**src/rtl/axi_lite_pkg.sv**
```systemverilog
// Shared AXI4-Lite definitions.
// Provides the response-code typedef, the default protection attribute and a helper
// that classifies a response code as an error.
package axi_lite_pkg;

  typedef enum logic [1:0] {
    OKAY   = 2'b00,
    EXOKAY = 2'b01,
    SLVERR = 2'b10,
    DECERR = 2'b11
  } axi_resp_e;

  localparam logic [2:0] AXI_PROT_DEFAULT = 3'b000;

  // SLVERR and DECERR both have bit 1 set; OKAY and EXOKAY do not.
  function automatic logic resp_is_err(axi_resp_e resp);
    return resp[1];
  endfunction

endpackage

```
**src/rtl/mem_axi_master.sv**
```systemverilog
// Simple core memory port to AXI4-Lite master bridge, one transaction in flight.
//
// Ports:
//   axi_aclk, axi_areset          clock, synchronous active-high reset
//   mem_req/we/addr/wdata/be      core request (held by core until mem_gnt)
//   mem_gnt                       combinational grant, only in IDLE
//   mem_rvalid/rdata/err          one-cycle completion pulse with read data / error
//   axi_aw*, axi_w*, axi_b*       AXI4-Lite write channels
//   axi_ar*, axi_r*               AXI4-Lite read channels
module mem_axi_master
  import axi_lite_pkg::*;
#(
  parameter int unsigned DATA_WIDTH = 32,
  parameter int unsigned ADDR_WIDTH = 32
) (
  input  logic                    axi_aclk,
  input  logic                    axi_areset,

  input  logic                    mem_req,
  input  logic                    mem_we,
  input  logic [ADDR_WIDTH-1:0]   mem_addr,
  input  logic [DATA_WIDTH-1:0]   mem_wdata,
  input  logic [DATA_WIDTH/8-1:0] mem_be,
  output logic                    mem_gnt,
  output logic                    mem_rvalid,
  output logic [DATA_WIDTH-1:0]   mem_rdata,
  output logic                    mem_err,

  output logic [ADDR_WIDTH-1:0]   axi_awaddr,
  output logic [2:0]              axi_awprot,
  output logic                    axi_awvalid,
  input  logic                    axi_awready,

  output logic [DATA_WIDTH-1:0]   axi_wdata,
  output logic [DATA_WIDTH/8-1:0] axi_wstrb,
  output logic                    axi_wvalid,
  input  logic                    axi_wready,

  input  logic [1:0]              axi_bresp,
  input  logic                    axi_bvalid,
  output logic                    axi_bready,

  output logic [ADDR_WIDTH-1:0]   axi_araddr,
  output logic [2:0]              axi_arprot,
  output logic                    axi_arvalid,
  input  logic                    axi_arready,

  input  logic [DATA_WIDTH-1:0]   axi_rdata,
  input  logic [1:0]              axi_rresp,
  input  logic                    axi_rvalid,
  output logic                    axi_rready
);

  localparam int unsigned StrbWidth = DATA_WIDTH / 8;

  typedef enum logic [2:0] {
    StIdle,
    StWrite,
    StBresp,
    StRdaddr,
    StRdata
  } state_e;

  state_e                state_q, state_d;
  logic                  we_q, we_d;
  logic [ADDR_WIDTH-1:0] addr_q, addr_d;
  logic [DATA_WIDTH-1:0] wdata_q, wdata_d;
  logic [StrbWidth-1:0]  be_q, be_d;
  logic                  awvalid_q, awvalid_d;
  logic                  wvalid_q, wvalid_d;
  logic                  arvalid_q, arvalid_d;
  logic                  bready_q, bready_d;
  logic                  rready_q, rready_d;
  logic                  mem_rvalid_q, mem_rvalid_d;
  logic                  mem_err_q, mem_err_d;
  logic [DATA_WIDTH-1:0] mem_rdata_q, mem_rdata_d;

  logic      done;
  axi_resp_e resp;

  // No grant in the completion cycle, so the core sees mem_rvalid before a new grant.
  assign mem_gnt = (state_q == StIdle) && mem_req && !mem_rvalid_q && !axi_areset;

  // B or R handshake this cycle; we_q tells which channel carries the response.
  assign done = ((state_q == StBresp) && axi_bvalid && bready_q) ||
                ((state_q == StRdata) && axi_rvalid && rready_q);
  assign resp = we_q ? axi_resp_e'(axi_bresp) : axi_resp_e'(axi_rresp);

  always_comb begin
    state_d      = state_q;
    we_d         = we_q;
    addr_d       = addr_q;
    wdata_d      = wdata_q;
    be_d         = be_q;
    awvalid_d    = awvalid_q;
    wvalid_d     = wvalid_q;
    arvalid_d    = arvalid_q;
    bready_d     = bready_q;
    rready_d     = rready_q;
    mem_rvalid_d = 1'b0;
    mem_err_d    = 1'b0;
    mem_rdata_d  = mem_rdata_q;

    unique case (state_q)
      StIdle: begin
        if (mem_gnt) begin
          we_d    = mem_we;
          addr_d  = mem_addr;
          wdata_d = mem_wdata;
          be_d    = mem_be;
          if (mem_we) begin
            awvalid_d = 1'b1;
            wvalid_d  = 1'b1;
            state_d   = StWrite;
          end else begin
            arvalid_d = 1'b1;
            state_d   = StRdaddr;
          end
        end
      end
      StWrite: begin
        // AW and W retire independently, in any order or together.
        if (awvalid_q && axi_awready) awvalid_d = 1'b0;
        if (wvalid_q && axi_wready)   wvalid_d  = 1'b0;
        if (!awvalid_d && !wvalid_d) begin
          bready_d = 1'b1;
          state_d  = StBresp;
        end
      end
      StBresp: begin
        if (done) begin
          bready_d = 1'b0;
          state_d  = StIdle;
        end
      end
      StRdaddr: begin
        if (axi_arready) begin
          arvalid_d = 1'b0;
          rready_d  = 1'b1;
          state_d   = StRdata;
        end
      end
      StRdata: begin
        if (done) begin
          rready_d = 1'b0;
          state_d  = StIdle;
        end
      end
      default: state_d = StIdle;
    endcase

    if (done) begin
      mem_rvalid_d = 1'b1;
      mem_err_d    = resp_is_err(resp);
      mem_rdata_d  = we_q ? '0 : axi_rdata;
    end
  end

  always_ff @(posedge axi_aclk) begin
    if (axi_areset) begin
      state_q      <= StIdle;
      we_q         <= 1'b0;
      addr_q       <= '0;
      wdata_q      <= '0;
      be_q         <= '0;
      awvalid_q    <= 1'b0;
      wvalid_q     <= 1'b0;
      arvalid_q    <= 1'b0;
      bready_q     <= 1'b0;
      rready_q     <= 1'b0;
      mem_rvalid_q <= 1'b0;
      mem_err_q    <= 1'b0;
      mem_rdata_q  <= '0;
    end else begin
      state_q      <= state_d;
      we_q         <= we_d;
      addr_q       <= addr_d;
      wdata_q      <= wdata_d;
      be_q         <= be_d;
      awvalid_q    <= awvalid_d;
      wvalid_q     <= wvalid_d;
      arvalid_q    <= arvalid_d;
      bready_q     <= bready_d;
      rready_q     <= rready_d;
      mem_rvalid_q <= mem_rvalid_d;
      mem_err_q    <= mem_err_d;
      mem_rdata_q  <= mem_rdata_d;
    end
  end

  assign mem_rvalid  = mem_rvalid_q;
  assign mem_err     = mem_err_q;
  assign mem_rdata   = mem_rdata_q;

  assign axi_awaddr  = addr_q;
  assign axi_awprot  = AXI_PROT_DEFAULT;
  assign axi_awvalid = awvalid_q;
  assign axi_wdata   = wdata_q;
  assign axi_wstrb   = be_q;
  assign axi_wvalid  = wvalid_q;
  assign axi_bready  = bready_q;
  assign axi_araddr  = addr_q;
  assign axi_arprot  = AXI_PROT_DEFAULT;
  assign axi_arvalid = arvalid_q;
  assign axi_rready  = rready_q;

endmodule

```
**config.mk**
```make
export PLATFORM = sky130hd
export DESIGN_NAME = mem_axi_master
export DESIGN_NICKNAME = d
export VERILOG_FILES = /design/src/rtl/axi_lite_pkg.sv /design/src/rtl/mem_axi_master.sv
export SDC_FILE = /design/constraint.sdc
export NUM_CORES = 1
export LEC_CHECK = 0
export ABC_AREA = 0
export CORE_MARGIN = 4
export CORE_UTILIZATION = 35
export DETAILED_ROUTE_END_ITERATION = 8
export PLACE_DENSITY = 0.85
export REMOVE_ABC_BUFFERS = 1
export SLEW_MARGIN = 40
export SYNTH_ARGS = -nofsm -noshare
export SYNTH_HDL_FRONTEND = slang
export SYNTH_SLANG_ARGS = --single-unit
```
**constraint.sdc**
```tcl
create_clock -name axi_aclk -period 3.9 [get_ports axi_aclk]
set_clock_uncertainty 0.1 [all_clocks]
set_input_delay 0.39 -clock axi_aclk [delete_from_list [all_inputs] [get_ports axi_aclk]]
set_output_delay 0.39 -clock axi_aclk [all_outputs]
set_load 0.01 [all_outputs]
```
==> impl_summary.log, run 1 <==
[metrics] run status: finished clean
[metrics] Hold Crit Class: reg2reg
[metrics] endpoints failing hold: 0
[metrics] clock tree from TritonCTS: yes
[metrics] WL met2: 6020 microns
[metrics] maximum number of pins on one net before global-route repair: 71
[metrics] slew at the pin closest to its max-slew limit: 0.723 ns
[metrics] kind of launch point of the worst setup path: input port
[metrics] Register Area: 0.00222 sq mm
[metrics] synthesized area per cell: 8.85 sq um
[metrics] Wirelength per Cell: 15.2 microns
[metrics] reg-to-reg slack, setup: 1.79 ns
[metrics] Inserted Diodes: 0
[metrics] Synth Cell Area: 0.00419 sq mm
[metrics] register bit total from synthesis: 111
[metrics] number of hold buffers added after CTS: 0
[metrics] Lkg Pwr: 2.47 nW
[metrics] routed vias/inst: 4.75
[metrics] Num CTS Buffers: 9
[metrics] WP data required: 3.41 ns
[metrics] worst-path cell with the longest stage delay: sky130_fd_sc_hd__clkdlybuf4s50_1
[metrics] Congestion Overflow GR: 0
[metrics] worst voltage drop across the vdd grid: 283 uV
[metrics] clock tree sinks: 111
[metrics] Design Power: 3.22 mW
[metrics] Post-synth EDFFs: 0
[metrics] Port Buffers: 250
[metrics] post-route core utilization: 0.587
[metrics] vertical die dimension: 117 microns
[metrics] total DRC errors in the routed layout: 0
[metrics] uppermost routed layer: met4
[metrics] top cell type's share of synthesized area: 0.531
[metrics] fillers: 963
[metrics] ratio of cells with drive above 1 in the final layout: 0.0398
[metrics] number of standard cells in the layout, taps in and fillers out: 822
[metrics] critical path's top delay family: buffers and inverters
[metrics] Resize count post-CTS: 0
[metrics] number of nets in the layout: 787
[metrics] vias in the first global route: 3886
[metrics] RePlAce Congestion: 0.759
[metrics] power density of the placed cells: 475 mW/mm^2
[metrics] share of synthesized registers carrying an async set or reset: 0
[metrics] number of placement rows: 39
[metrics] routed length on met3: 1150 microns
[metrics] insertion delay to the later sink of the worst-skew pair: 0.33 ns
[metrics] post-route antenna net violation count: 0
[metrics] Clock Path Buffers: 2
[metrics] Die Span X: 117 microns
[metrics] initial antenna violation count: 0
[metrics] clock root buffer: sky130_fd_sc_hd__clkbuf_16
[metrics] number of synthesis warnings: 0
[metrics] relative slew slack: 0.518
[metrics] wl on met1: 5110 microns
[metrics] floorplan die area: 0.0138 sq mm
[metrics] DR pass1 iterations: 4
[metrics] largest area contributor in the synthesized netlist: sky130_fd_sc_hd__dfxtp_1
[metrics] final setup vio count: 0
[metrics] Vias: 3908
[metrics] library cell appearing most often on the critical path: sky130_fd_sc_hd__clkdlybuf4s50_1
[metrics] number of H-tree levels: 3
[metrics] total of max-cap violations: 0
[metrics] Final Max Tran Viols: 0
[metrics] cells along the critical path: clkdlybuf4s50_1 -> or3b_1 -> nand3b_4 -> clkinv_2 -> clkdlybuf4s50_1
[metrics] Top FF cell, synth: sky130_fd_sc_hd__dfxtp_1
[metrics] footprint of the multi-input gates: 0.00150 sq mm
[metrics] GRT Util Overall: 0.175
[metrics] delay contributed by the slowest stage of the critical path: 0.59 ns
[metrics] number of unique standard cell types used by synthesis: 33
[metrics] placeable core area: 0.0116 sq mm
[metrics] unrepaired setup endpoints after global routing: false
[metrics] WP data arrival: 2.06 ns
[metrics] category of the most critical setup path: in2out
[metrics] initial core utilization: 0.362
[metrics] Post CTS Setup Buffer Count: 0
[metrics] clock period minus worst slack: 2.55 ns
[metrics] area added between synthesis and finish: 62.2%
[metrics] global-route wire length before repair: 19800 microns
[metrics] sum of buffers and inverters on the critical path: 3
[metrics] number of I/O pins: 259
[metrics] clock transition time at the flip-flop clock pins of the worst setup and hold paths: 0.07 ns
[metrics] total negative slack for setup checks: 0 ns
[metrics] instance count after placement with tap cells included: 806
[metrics] sequential fraction of the synthesis area: 0.531
[metrics] final clock period utilization by the worst path: 0.654
[metrics] top cells by area in the synthesized netlist: sky130_fd_sc_hd__dfxtp_1 53%, sky130_fd_sc_hd__nand2_1 13%, sky130_fd_sc_hd__a21oi_1 8.7%, sky130_fd_sc_hd__buf_4 8.4%, sky130_fd_sc_hd__a22o_1 6.7%
[metrics] synthesized instance count: 473
[metrics] Crit. End Element: output pin
[metrics] post-detail-place hpwl: 9480 microns
[metrics] Starting DRT DRC Count: 298
[metrics] critical path fanouts, max: 3
[metrics] maximum clock frequency: 392 MHz
[metrics] drt total wl: 12500 microns
[metrics] minimum hold slack: 0.358 ns
-- final timing paths --
| path | from | endpoint | depth (start not counted) |
|---|---|---|---|
| min | axi_wstrb[2] | axi_wstrb[2] | 2 |
| max | mem_req | mem_gnt | 5 |
| min reg2reg | axi_wstrb[2] | axi_wstrb[2] | 2 |
| max reg2reg | mem_rvalid | axi_awvalid | 6 |
-- Yosys cell counts (3+ instances only) --
| master | n |
|---|---|
| sky130_fd_sc_hd__a21oi_1 | 73 |
| sky130_fd_sc_hd__a22o_1 | 32 |
| sky130_fd_sc_hd__buf_2 | 8 |
| sky130_fd_sc_hd__buf_4 | 47 |
| sky130_fd_sc_hd__clkbuf_1 | 13 |
| sky130_fd_sc_hd__dfxtp_1 | 111 |
| sky130_fd_sc_hd__inv_1 | 5 |
| sky130_fd_sc_hd__nand2_1 | 142 |
| sky130_fd_sc_hd__nand2b_1 | 3 |
| sky130_fd_sc_hd__nor2_1 | 6 |
| sky130_fd_sc_hd__nor3_1 | 4 |
-- cells by family (layout without fill, tap and decap cells) --
group,count (synthesis),after routing,share of synthesized area
AND/OR/NAND/NOR,167,167,0.173
AO/OA/AOI/OAI,116,116,0.174
flip-flops,111,111,0.531
buffers and inverters,76,277,0.117
multiplexers,2,2,0.00478
other,1,6,0.000896
-- cells in the final DEF, fill, tap and decap left out, drive strengths merged, types with 2 or more instances in the layout --
cell,Yosys,layout
clkdlybuf4s50,0,249
nand2,142,142
dfxtp,111,111
a21oi,73,73
a22o,32,32
clkbuf,13,10
nor2,7,7
conb,1,6
inv,5,6
nor3,6,6
buf,57,6
nand2b,3,3
clkinv,1,3
a31oi,2,2
nor2b,2,2
o22a,2,2
mux2i,2,2
a41oi,2,2
o21ai,2,2
bufinv,0,2
nand4b,2,2
-- routing by layer --
| layer | vias to the layer above | global-route usage |
|---|---|---|
| met3 | 15 | 0.0640 |
| met2 | 175 | 0.303 |
| met1 | 1789 | 0.198 |
| met4 | 0 | 0.0645 |
| li1 | 1929 | - |
| met5 | - | 0 |
-- stage by stage --
| stage | cell area [sq um] | setup slack (ns) |
|---|---|---|
| after floorplan | 3740 | 1.48 |
| after global placement | 6440 | 1.32 |
| after detailed placement | 6460 | 1.25 |
| after CTS | 6790 | 1.31 |
| after global routing | 6790 | 1.31 |
| final | 6790 | 1.35 |
-- registers in the layout, indices dropped and copies added (netlist names), 3 cells and up --
register / flops
axi_araddr: 32
axi_wdata: 32
axi_wstrb: 4
mem_rdata: 32
state_q: 3
-- power breakdown --
part / switching (mW) / internal (mW) / leakage, nW
clock network: 0.413 / 0.568 / 0.153
registers: 0.106 / 1.25 / 0.901
logic: 0.418 / 0.465 / 1.42
total: 0.937 / 2.28 / 2.47
-- worst register-to-register path: stages (launching register included) --
cell                       delay (ns)
sky130_fd_sc_hd__dfxtp_1         0.31
sky130_fd_sc_hd__or3b_1          0.42
sky130_fd_sc_hd__nand3b_4        0.19
sky130_fd_sc_hd__clkinv_2        0.06
sky130_fd_sc_hd__buf_4           0.57
sky130_fd_sc_hd__nand2_1         0.22
sky130_fd_sc_hd__a21oi_1         0.18
-- layout make-up --
class,instances,area share
Clock inverter,6,0.0138
Inverter,6,0.00350
Tap cell,143,0.0264
Multi-Input combinational cell,291,0.221
Sequential cell,111,0.327
Clock buffer,10,0.0337
Timing Repair Buffer,255,0.374
Power figures use the tool's default switching activity.
==> inputs of run 2 (changes only) <==
--- a/config.mk
+++ b/config.mk
@@ -7,9 +7,9 @@
 export LEC_CHECK = 0
 export ABC_AREA = 0
 export CORE_MARGIN = 4
-export CORE_UTILIZATION = 35
+export CORE_UTILIZATION = 33
 export DETAILED_ROUTE_END_ITERATION = 8
-export PLACE_DENSITY = 0.85
+export PLACE_DENSITY = 0.84
 export REMOVE_ABC_BUFFERS = 1
 export SLEW_MARGIN = 40
 export SYNTH_ARGS = -nofsm -noshare
==> constraint.sdc (replaced) <==
create_clock -name axi_aclk -period 2.2 [get_ports axi_aclk]
set_clock_uncertainty 0.1 [all_clocks]
set_input_delay 0.22 -clock axi_aclk [delete_from_list [all_inputs] [get_ports axi_aclk]]
set_output_delay 0.22 -clock axi_aclk [all_outputs]
set_load 0.01 [all_outputs]
==> impl_summary.log, run 2 (synthesis gave the netlist of run 1 again) <==
[metrics] run status: finished clean
[metrics] Hold Crit Class: in2reg
[metrics] switching portion of total power: 0.291 (about the same)
[metrics] relative slew slack: 0.532 (+0.0135)
[metrics] area added between synthesis and finish: 63.0%
[metrics] insertion delay to the later sink of the worst-skew pair: 0.34 ns (about the same)
[metrics] post-route core utilization: 0.559 (-0.0280)
[metrics] most used cells in the layout excluding fill and tap cells: 248 x sky130_fd_sc_hd__clkdlybuf4s50_1, 142 x sky130_fd_sc_hd__nand2_1, 111 x sky130_fd_sc_hd__dfxtp_1
[metrics] Final Max Tran Viols: 0 (unchanged)
[metrics] power dissipated by switching net loads: 1.62 mW (+73%)
[metrics] number of I/O pins: 259 (unchanged)
[metrics] final clock period utilization by the worst path: 0.864
[metrics] initial antenna violation count: 0 (unchanged)
[metrics] Port Buffers: 250 (unchanged)
[metrics] Congestion Overflow GR: 0 (unchanged)
[metrics] total of max-cap violations: 0 (unchanged)
[metrics] clock tree from TritonCTS: yes
[metrics] number of nets in the layout: 791 (+0.51%)
[metrics] GRT Util Overall: 0.169 (-0.00564)
[metrics] number of H-tree levels: 3 (unchanged)
[metrics] worst voltage drop across the vdd grid: 357 uV (+26%)
[metrics] global-route wire length before repair: 19800 microns (about the same)
[metrics] clock period minus worst slack: 1.90 ns
[metrics] sequential power share: 0.424 (+0.003)
[metrics] Lkg Pwr: 2.49 nW (+0.70%)
[metrics] Inserted Diodes: 0 (unchanged)
[metrics] Die Span X: 121 microns (+2.8%)
[metrics] Gate power share: 0.298 (+0.024)
[metrics] Wirelength per Cell: 15.1 microns (-1.1%)
[metrics] maximum clock frequency: 526 MHz
[metrics] clock share of power: 0.277 (-0.027)
[metrics] WP data arrival: 1.58 ns (-0.48 ns)
[metrics] post-route worst setup slack: 0.300 ns (-1.05 ns)
[metrics] vertical die dimension: 121 microns (+2.8%)
[metrics] ratio of cells with drive above 1 in the final layout: 0.0440 (+0.00422)
[metrics] endpoints failing hold: 0 (unchanged)
[metrics] clock root buffer: sky130_fd_sc_hd__clkbuf_16
[metrics] unrepaired setup endpoints after global routing: false
[metrics] critical path fanouts, max: 3 (unchanged)
[metrics] number of standard cells in the layout, taps in and fillers out: 850 (+3.4%)
[metrics] clock tree sinks: 111 (unchanged)
[metrics] DR pass1 iterations: 4 (unchanged)
[metrics] sum of buffers and inverters on the critical path: 2 (-1)
[metrics] kind of launch point of the worst setup path: register
[metrics] critical path's top delay family: simple AND/OR/NAND/NOR gates
[metrics] final design instance area without fill: 0.00682 sq mm (+0.55%)
[metrics] Worst setup startpoint: mem_rvalid
[metrics] final setup vio count: 0 (unchanged)
[metrics] Worst Setup Slack post-DPL: 0.0224 ns (-1.23 ns)
[metrics] Crit. End Element: output pin
[metrics] routed vias/inst: 4.68 (-1.6%)
[metrics] drt total wl: 12800 microns (+2.3%)
[metrics] Internal Pwr Total: 3.95 mW (+73%)
[metrics] RePlAce Congestion: 0.817 (+7.7%)
[metrics] post-placement cell area: 0.00655 sq mm (+1.3%)
[metrics] floorplan die area: 0.0145 sq mm (+5.6%)
[metrics] hold path start: axi_areset
[metrics] vias in the first global route: 4090 (+5.2%)
[metrics] delay contributed by the slowest stage of the critical path: 0.39 ns (-0.20 ns)
[metrics] clock transition time at the flip-flop clock pins of the worst setup and hold paths: 0.07 ns (about the same)
[metrics] post-route antenna net violation count: 0 (unchanged)
[metrics] maximum number of pins on one net before global-route repair: 70 (-1.4%)
[metrics] most frequent standard cell in the layout excluding fill and tap cells: sky130_fd_sc_hd__clkdlybuf4s50_1
[metrics] slew at the pin closest to its max-slew limit: 0.702 ns (-0.0203 ns)
[metrics] WP data required: 1.88 ns (-1.53 ns)
[metrics] Clock Path Buffers: 2 (unchanged)
[metrics] Crit Reg-Reg Startpoint: state_q[2]
[metrics] power density of the placed cells: 816 mW/mm^2 (+72%)
[metrics] initial core utilization: 0.343 (-0.0192)
[metrics] Num CTS Buffers: 9 (unchanged)
[metrics] post-detail-place hpwl: 9800 microns (+3.4%)
[metrics] placeable core area: 0.0122 sq mm (+5.6%)
[metrics] Vias: 3977 (+1.8%)
[metrics] total DRC errors in the routed layout: 0 (unchanged)
[metrics] category of the most critical setup path: reg2out
[metrics] number of placement rows: 40 (+2.6%)
[metrics] Starting DRT DRC Count: 236 (-21%)
[metrics] instance count after placement with tap cells included: 835 (+3.6%)
[metrics] cells along the critical path: or3b_1 -> nand3b_4 -> clkinv_2 -> dlygate4sd2_1
[metrics] worst-path cell with the longest stage delay: sky130_fd_sc_hd__or3b_1
[metrics] Post CTS Setup Buffer Count: 0 (unchanged)
[run 2: changes by cell type in the layout (fill, tap and decap cells not counted)]
cell                              previous run  this run
sky130_fd_sc_hd__buf_4                       4         7
sky130_fd_sc_hd__dlygate4sd2_1               0         1
sky130_fd_sc_hd__bufinv_16                   2         1
sky130_fd_sc_hd__clkdlybuf4s50_1           249       248
sky130_fd_sc_hd__buf_12                      0         2
sky130_fd_sc_hd__buf_6                       1         0
sky130_fd_sc_hd__inv_6                       1         0
sky130_fd_sc_hd__clkinv_4                    2         0
sky130_fd_sc_hd__clkinv_2                    1         5
sky130_fd_sc_hd__clkinvlp_4                  1         0
[run 2: what timing repair did]
action / 4_1_cts / 5_1_grt
hold buffers: 0 / 0
setup endpoints to repair: 1 / 0
resized for setup: 1 / 0
endpoints found under the hold margin: 0 / 0
[run 2: worst reg2reg max path, delay by kind of cell, from the launching register on]
family                 cells  cell delay [ns]
DFF                        1             0.49
buffers and inverters      1             0.56
AOI/OAI and AO/OA          1             0.18
and+or+nand+nor            3             0.42
[run 2: layout make-up]
class | instances | area [sq um]
fillers | 1095 | 5390
flip-flops and latches | 111 | 2220
multi-input cells | 291 | 1500
clock inverters | 5 | 50.0
inverters | 6 | 23.8
clock buffers | 10 | 229
repair buffers | 259 | 2590
well taps | 168 | 210
[run 2: final timing paths]
path              depth (start not counted)        endpoint  slack (ns)
setup / recovery                          4         mem_gnt        0.30
hold / removal                            3      state_q[2]        0.28
setup reg to reg                          5  axi_araddr[22]        0.38
hold reg to reg                           2   axi_wdata[26]        0.35
[run 2: through the flow]
stage	power [mW]	hold slack [ns]	TNS [ns]
after floorplan	3.08	0.189	-6.17
after global placement	4.03	0.342	0
after detailed placement	4.09	0.346	0
after global routing	5.88	0.277	0
after CTS	5.65	0.263	0
final	5.57	0.278	0
[run 2: power groups by stage]
stage / registers, mW / clock network [mW] / logic, mW
3_5_place_dp: 2.41 / 0 / 1.68
6_report: 2.36 / 1.54 / 1.66
5_1_grt: 2.39 / 1.70 / 1.80
4_1_cts: 2.36 / 1.61 / 1.68
2_1_floorplan: 2.55 / 0 / 0.533
3_3_place_gp: 2.39 / 0 / 1.63
[run 2: layer usage]
layer / share of wire / GRT usage / vias to the layer above
li1: - / - / 1942
met3: 0.10 / 0.0627 / 24
met5: 0 / 0 / -
met2: 0.50 / 0.297 / 207
met1: 0.38 / 0.181 / 1804
met4: 0.025 / 0.0772 / 0
==> inputs of run 3 (changes only) <==
--- a/config.mk
+++ b/config.mk
@@ -6,8 +6,10 @@
 export NUM_CORES = 1
 export LEC_CHECK = 0
 export ABC_AREA = 0
+export CELL_PAD_IN_SITES_DETAIL_PLACEMENT = 1
+export CELL_PAD_IN_SITES_GLOBAL_PLACEMENT = 1
 export CORE_MARGIN = 4
-export CORE_UTILIZATION = 33
+export CORE_UTILIZATION = 23
 export DETAILED_ROUTE_END_ITERATION = 8
 export PLACE_DENSITY = 0.84
 export REMOVE_ABC_BUFFERS = 1
==> impl_summary.log, run 3 (synthesis gave the netlist of run 1 again) <==
[metrics] run status: finished clean
[metrics] Reg2Reg Capture Point: axi_araddr[21]
[metrics] clock tree from TritonCTS: yes
[metrics] vias in the first global route: 4132 (+1.0%)
[metrics] final clock period utilization by the worst path: 0.895 (+0.0310)
[metrics] endpoints failing hold: 0 (unchanged)
[metrics] GRT Util Overall: 0.138 (-0.0311)
[metrics] critical path fanouts, max: 2 (-1)
[metrics] Gate power share: 0.306 (+0.008)
[metrics] Worst Setup Slack post-DPL: -0.0509 ns (-0.0734 ns)
[metrics] slew at the pin closest to its max-slew limit: 0.669 ns (-0.0337 ns)
[metrics] Critical Path End: mem_gnt
[metrics] Vias: 4054 (+1.9%)
[metrics] WP data required: 1.88 ns (about the same)
[metrics] floorplan die area: 0.0204 sq mm (+40%)
[metrics] number of hold buffers added after CTS: 0 (unchanged)
[metrics] sequential power share: 0.419 (-0.005)
[metrics] number of cells on the critical path: 4 (unchanged)
[metrics] Worst setup startpoint: mem_rvalid
[metrics] WP data arrival: 1.65 ns (+0.07 ns)
[metrics] placeable core area: 0.0179 sq mm (+47%)
[metrics] Congestion Overflow GR: 0 (unchanged)
[metrics] most used cells in the layout excluding fill and tap cells: 248 x sky130_fd_sc_hd__clkdlybuf4s50_1, 142 x sky130_fd_sc_hd__nand2_1, 111 x sky130_fd_sc_hd__dfxtp_1
[metrics] initial core utilization: 0.234 (-0.109)
[metrics] Post CTS Setup Buffer Count: 0 (unchanged)
[metrics] clock period minus worst slack: 1.97 ns (+0.0682 ns)
[metrics] category of the most critical setup path: reg2out
[metrics] clock root buffer: sky130_fd_sc_hd__clkbuf_16
[metrics] cells along the critical path: or3b_1 -> nand3b_4 -> clkinv_2 -> dlygate4sd2_1
[metrics] relative slew slack: 0.554 (+0.0225)
[metrics] minimum hold slack: 0.0155 ns (-0.262 ns)
[metrics] post-detail-place hpwl: 10700 microns (+9.4%)
[metrics] final setup vio count: 0 (unchanged)
[metrics] number of H-tree levels: 3 (unchanged)
[metrics] clock tree sinks: 111 (unchanged)
[metrics] most frequent standard cell in the layout excluding fill and tap cells: sky130_fd_sc_hd__clkdlybuf4s50_1
[metrics] number of standard cells in the layout, taps in and fillers out: 916 (+7.8%)
[metrics] reg-to-reg slack, setup: 0.37 ns (about the same)
[metrics] Wirelength per Cell: 15.8 microns (+4.9%)
[metrics] post-route worst setup slack: 0.232 ns (-0.0682 ns)
[metrics] vertical die dimension: 143 microns (+18%)
[metrics] Lkg Pwr: 2.51 nW (+0.77%)
[metrics] Crit Reg-Reg Startpoint: mem_rvalid
[metrics] Internal Pwr Total: 3.89 mW (-1.4%)
[metrics] total DRC errors in the routed layout: 0 (unchanged)
[metrics] Num CTS Buffers: 9 (unchanged)
[metrics] Final Max Tran Viols: 0 (unchanged)
[metrics] instance count after placement with tap cells included: 899 (+7.7%)
[metrics] kind of launch point of the worst setup path: register
[metrics] worst-path cell with the longest stage delay: sky130_fd_sc_hd__or3b_1
[metrics] drt total wl: 14500 microns (+13%)
[metrics] Die Span X: 143 microns (+18%)
[metrics] maximum clock frequency: 508 MHz (-3.5%)
[metrics] delay contributed by the slowest stage of the critical path: 0.42 ns (+0.03 ns)
[metrics] total of max-cap violations: 0 (unchanged)
[metrics] critical path's top delay family: simple AND/OR/NAND/NOR gates
[metrics] post-route antenna net violation count: 0 (unchanged)
[metrics] power density of the placed cells: 810 mW/mm^2 (-0.70%)
[metrics] area added between synthesis and finish: 66.1%
[metrics] global-route wire length before repair: 22000 microns (+11%)
[metrics] Starting DRT DRC Count: 58 (-75%)
[metrics] Inserted Diodes: 0 (unchanged)
[metrics] routed vias/inst: 4.43 (-5.4%)
[metrics] post-route core utilization: 0.388 (-0.170)
[metrics] power dissipated by switching net loads: 1.74 mW (+7.4%)
[metrics] number of nets in the layout: 795 (+0.51%)
[metrics] number of I/O pins: 259 (unchanged)
[metrics] Port Buffers: 250 (unchanged)
[metrics] maximum number of pins on one net before global-route repair: 70 (unchanged)
[metrics] switching portion of total power: 0.309 (+0.0179)
[metrics] DR pass1 iterations: 4 (unchanged)
[metrics] Hold Crit Class: in2reg
[metrics] RePlAce Congestion: 0.722 (-12%)
[metrics] Crit. End Element: output pin
[metrics] initial antenna violation count: 1 (+1)
[metrics] unrepaired setup endpoints after global routing: false
[metrics] Worst Reg-to-Reg Cells: 7 (+2)
[metrics] clock transition time at the flip-flop clock pins of the worst setup and hold paths: 0.08 ns (about the same)
[metrics] ratio of cells with drive above 1 in the final layout: 0.0495 (+0.00550)
[metrics] number of placement rows: 49 (+23%)
[metrics] worst voltage drop across the vdd grid: 336 uV (-5.9%)
[metrics] clock share of power: 0.275 (-0.002)
[metrics] Clock Path Buffers: 2 (unchanged)
[metrics] insertion delay to the later sink of the worst-skew pair: 0.34 ns (about the same)
[metrics] sum of buffers and inverters on the critical path: 2 (unchanged)
==> run 3: worst reg2reg max path, cell delays in order, from the launching register on <==
cell and delay, ns:
sky130_fd_sc_hd__dfxtp_1 0.31, sky130_fd_sc_hd__or3b_1 0.42, sky130_fd_sc_hd__nand3b_4 0.18, sky130_fd_sc_hd__clkinv_2 0.07, sky130_fd_sc_hd__buf_4 0.12, sky130_fd_sc_hd__buf_12 0.24, sky130_fd_sc_hd__nand2_1 0.18, sky130_fd_sc_hd__a21oi_1 0.15
==> run 3: worst min path at each step <==
stage,startpoint,end,slack [ns],depth (start not counted)
5_1_grt,axi_areset,state_q[0],0.02,2
4_1_cts,axi_areset,state_q[0],0.009,2
3_5_place_dp,axi_wdata[1],axi_wdata[1],0.35,2
2_1_floorplan,axi_areset,axi_araddr[0],0.19,1
3_3_place_gp,axi_wdata[30],axi_wdata[30],0.34,2
6_report,axi_areset,state_q[0],0.02,2
==> run 3: layout make-up <==
| cell class | instances | area [sq um] |
|---|---|---|
| Clock buffer | 11 | 233 |
| Clock inverter | 5 | 42.5 |
| Fill cell | 2077 | 11000 |
| Inverter | 6 | 23.8 |
| Multi-Input combinational cell | 291 | 1500 |
| Sequential cell | 111 | 2220 |
| Tap cell | 229 | 287 |
| Timing Repair Buffer | 263 | 2640 |
==> run 3: power by group through the flow <==
stage | sequential (mW) | clock (mW) | combinational, mW
floorplan | 2.55 | 0 | 0.533
global placement | 2.40 | 0 | 1.71
detailed placement | 2.41 | 0 | 1.74
CTS | 2.37 | 1.63 | 1.74
global route | 2.39 | 1.71 | 1.90
finish | 2.36 | 1.55 | 1.72
==> run 3: routing by layer <==
| layer | wire (microns) | GRT usage |
|---|---|---|
| met1 | 5720 | 0.152 |
| met2 | 6790 | 0.238 |
| met3 | 1670 | 0.0606 |
| met4 | 272 | 0.0485 |
| met5 | 13 | 0 |
==> run 3: metrics by stage <==
step	area (sq um)	total power [mW]	setup TNS, ns
detailed placement	6660	4.16	-0.0581
floorplan	3740	3.08	-6.17
finish	6950	5.63	0
global placement	6660	4.11	-0.0343
CTS	6930	5.74	0
global route	6950	6.00	0
==> run 3: repair_timing <==
item                       4_1_cts  5_1_grt
setup endpoints to repair        1        0
gates resized for setup          1        0
hold endpoints to repair         0        0
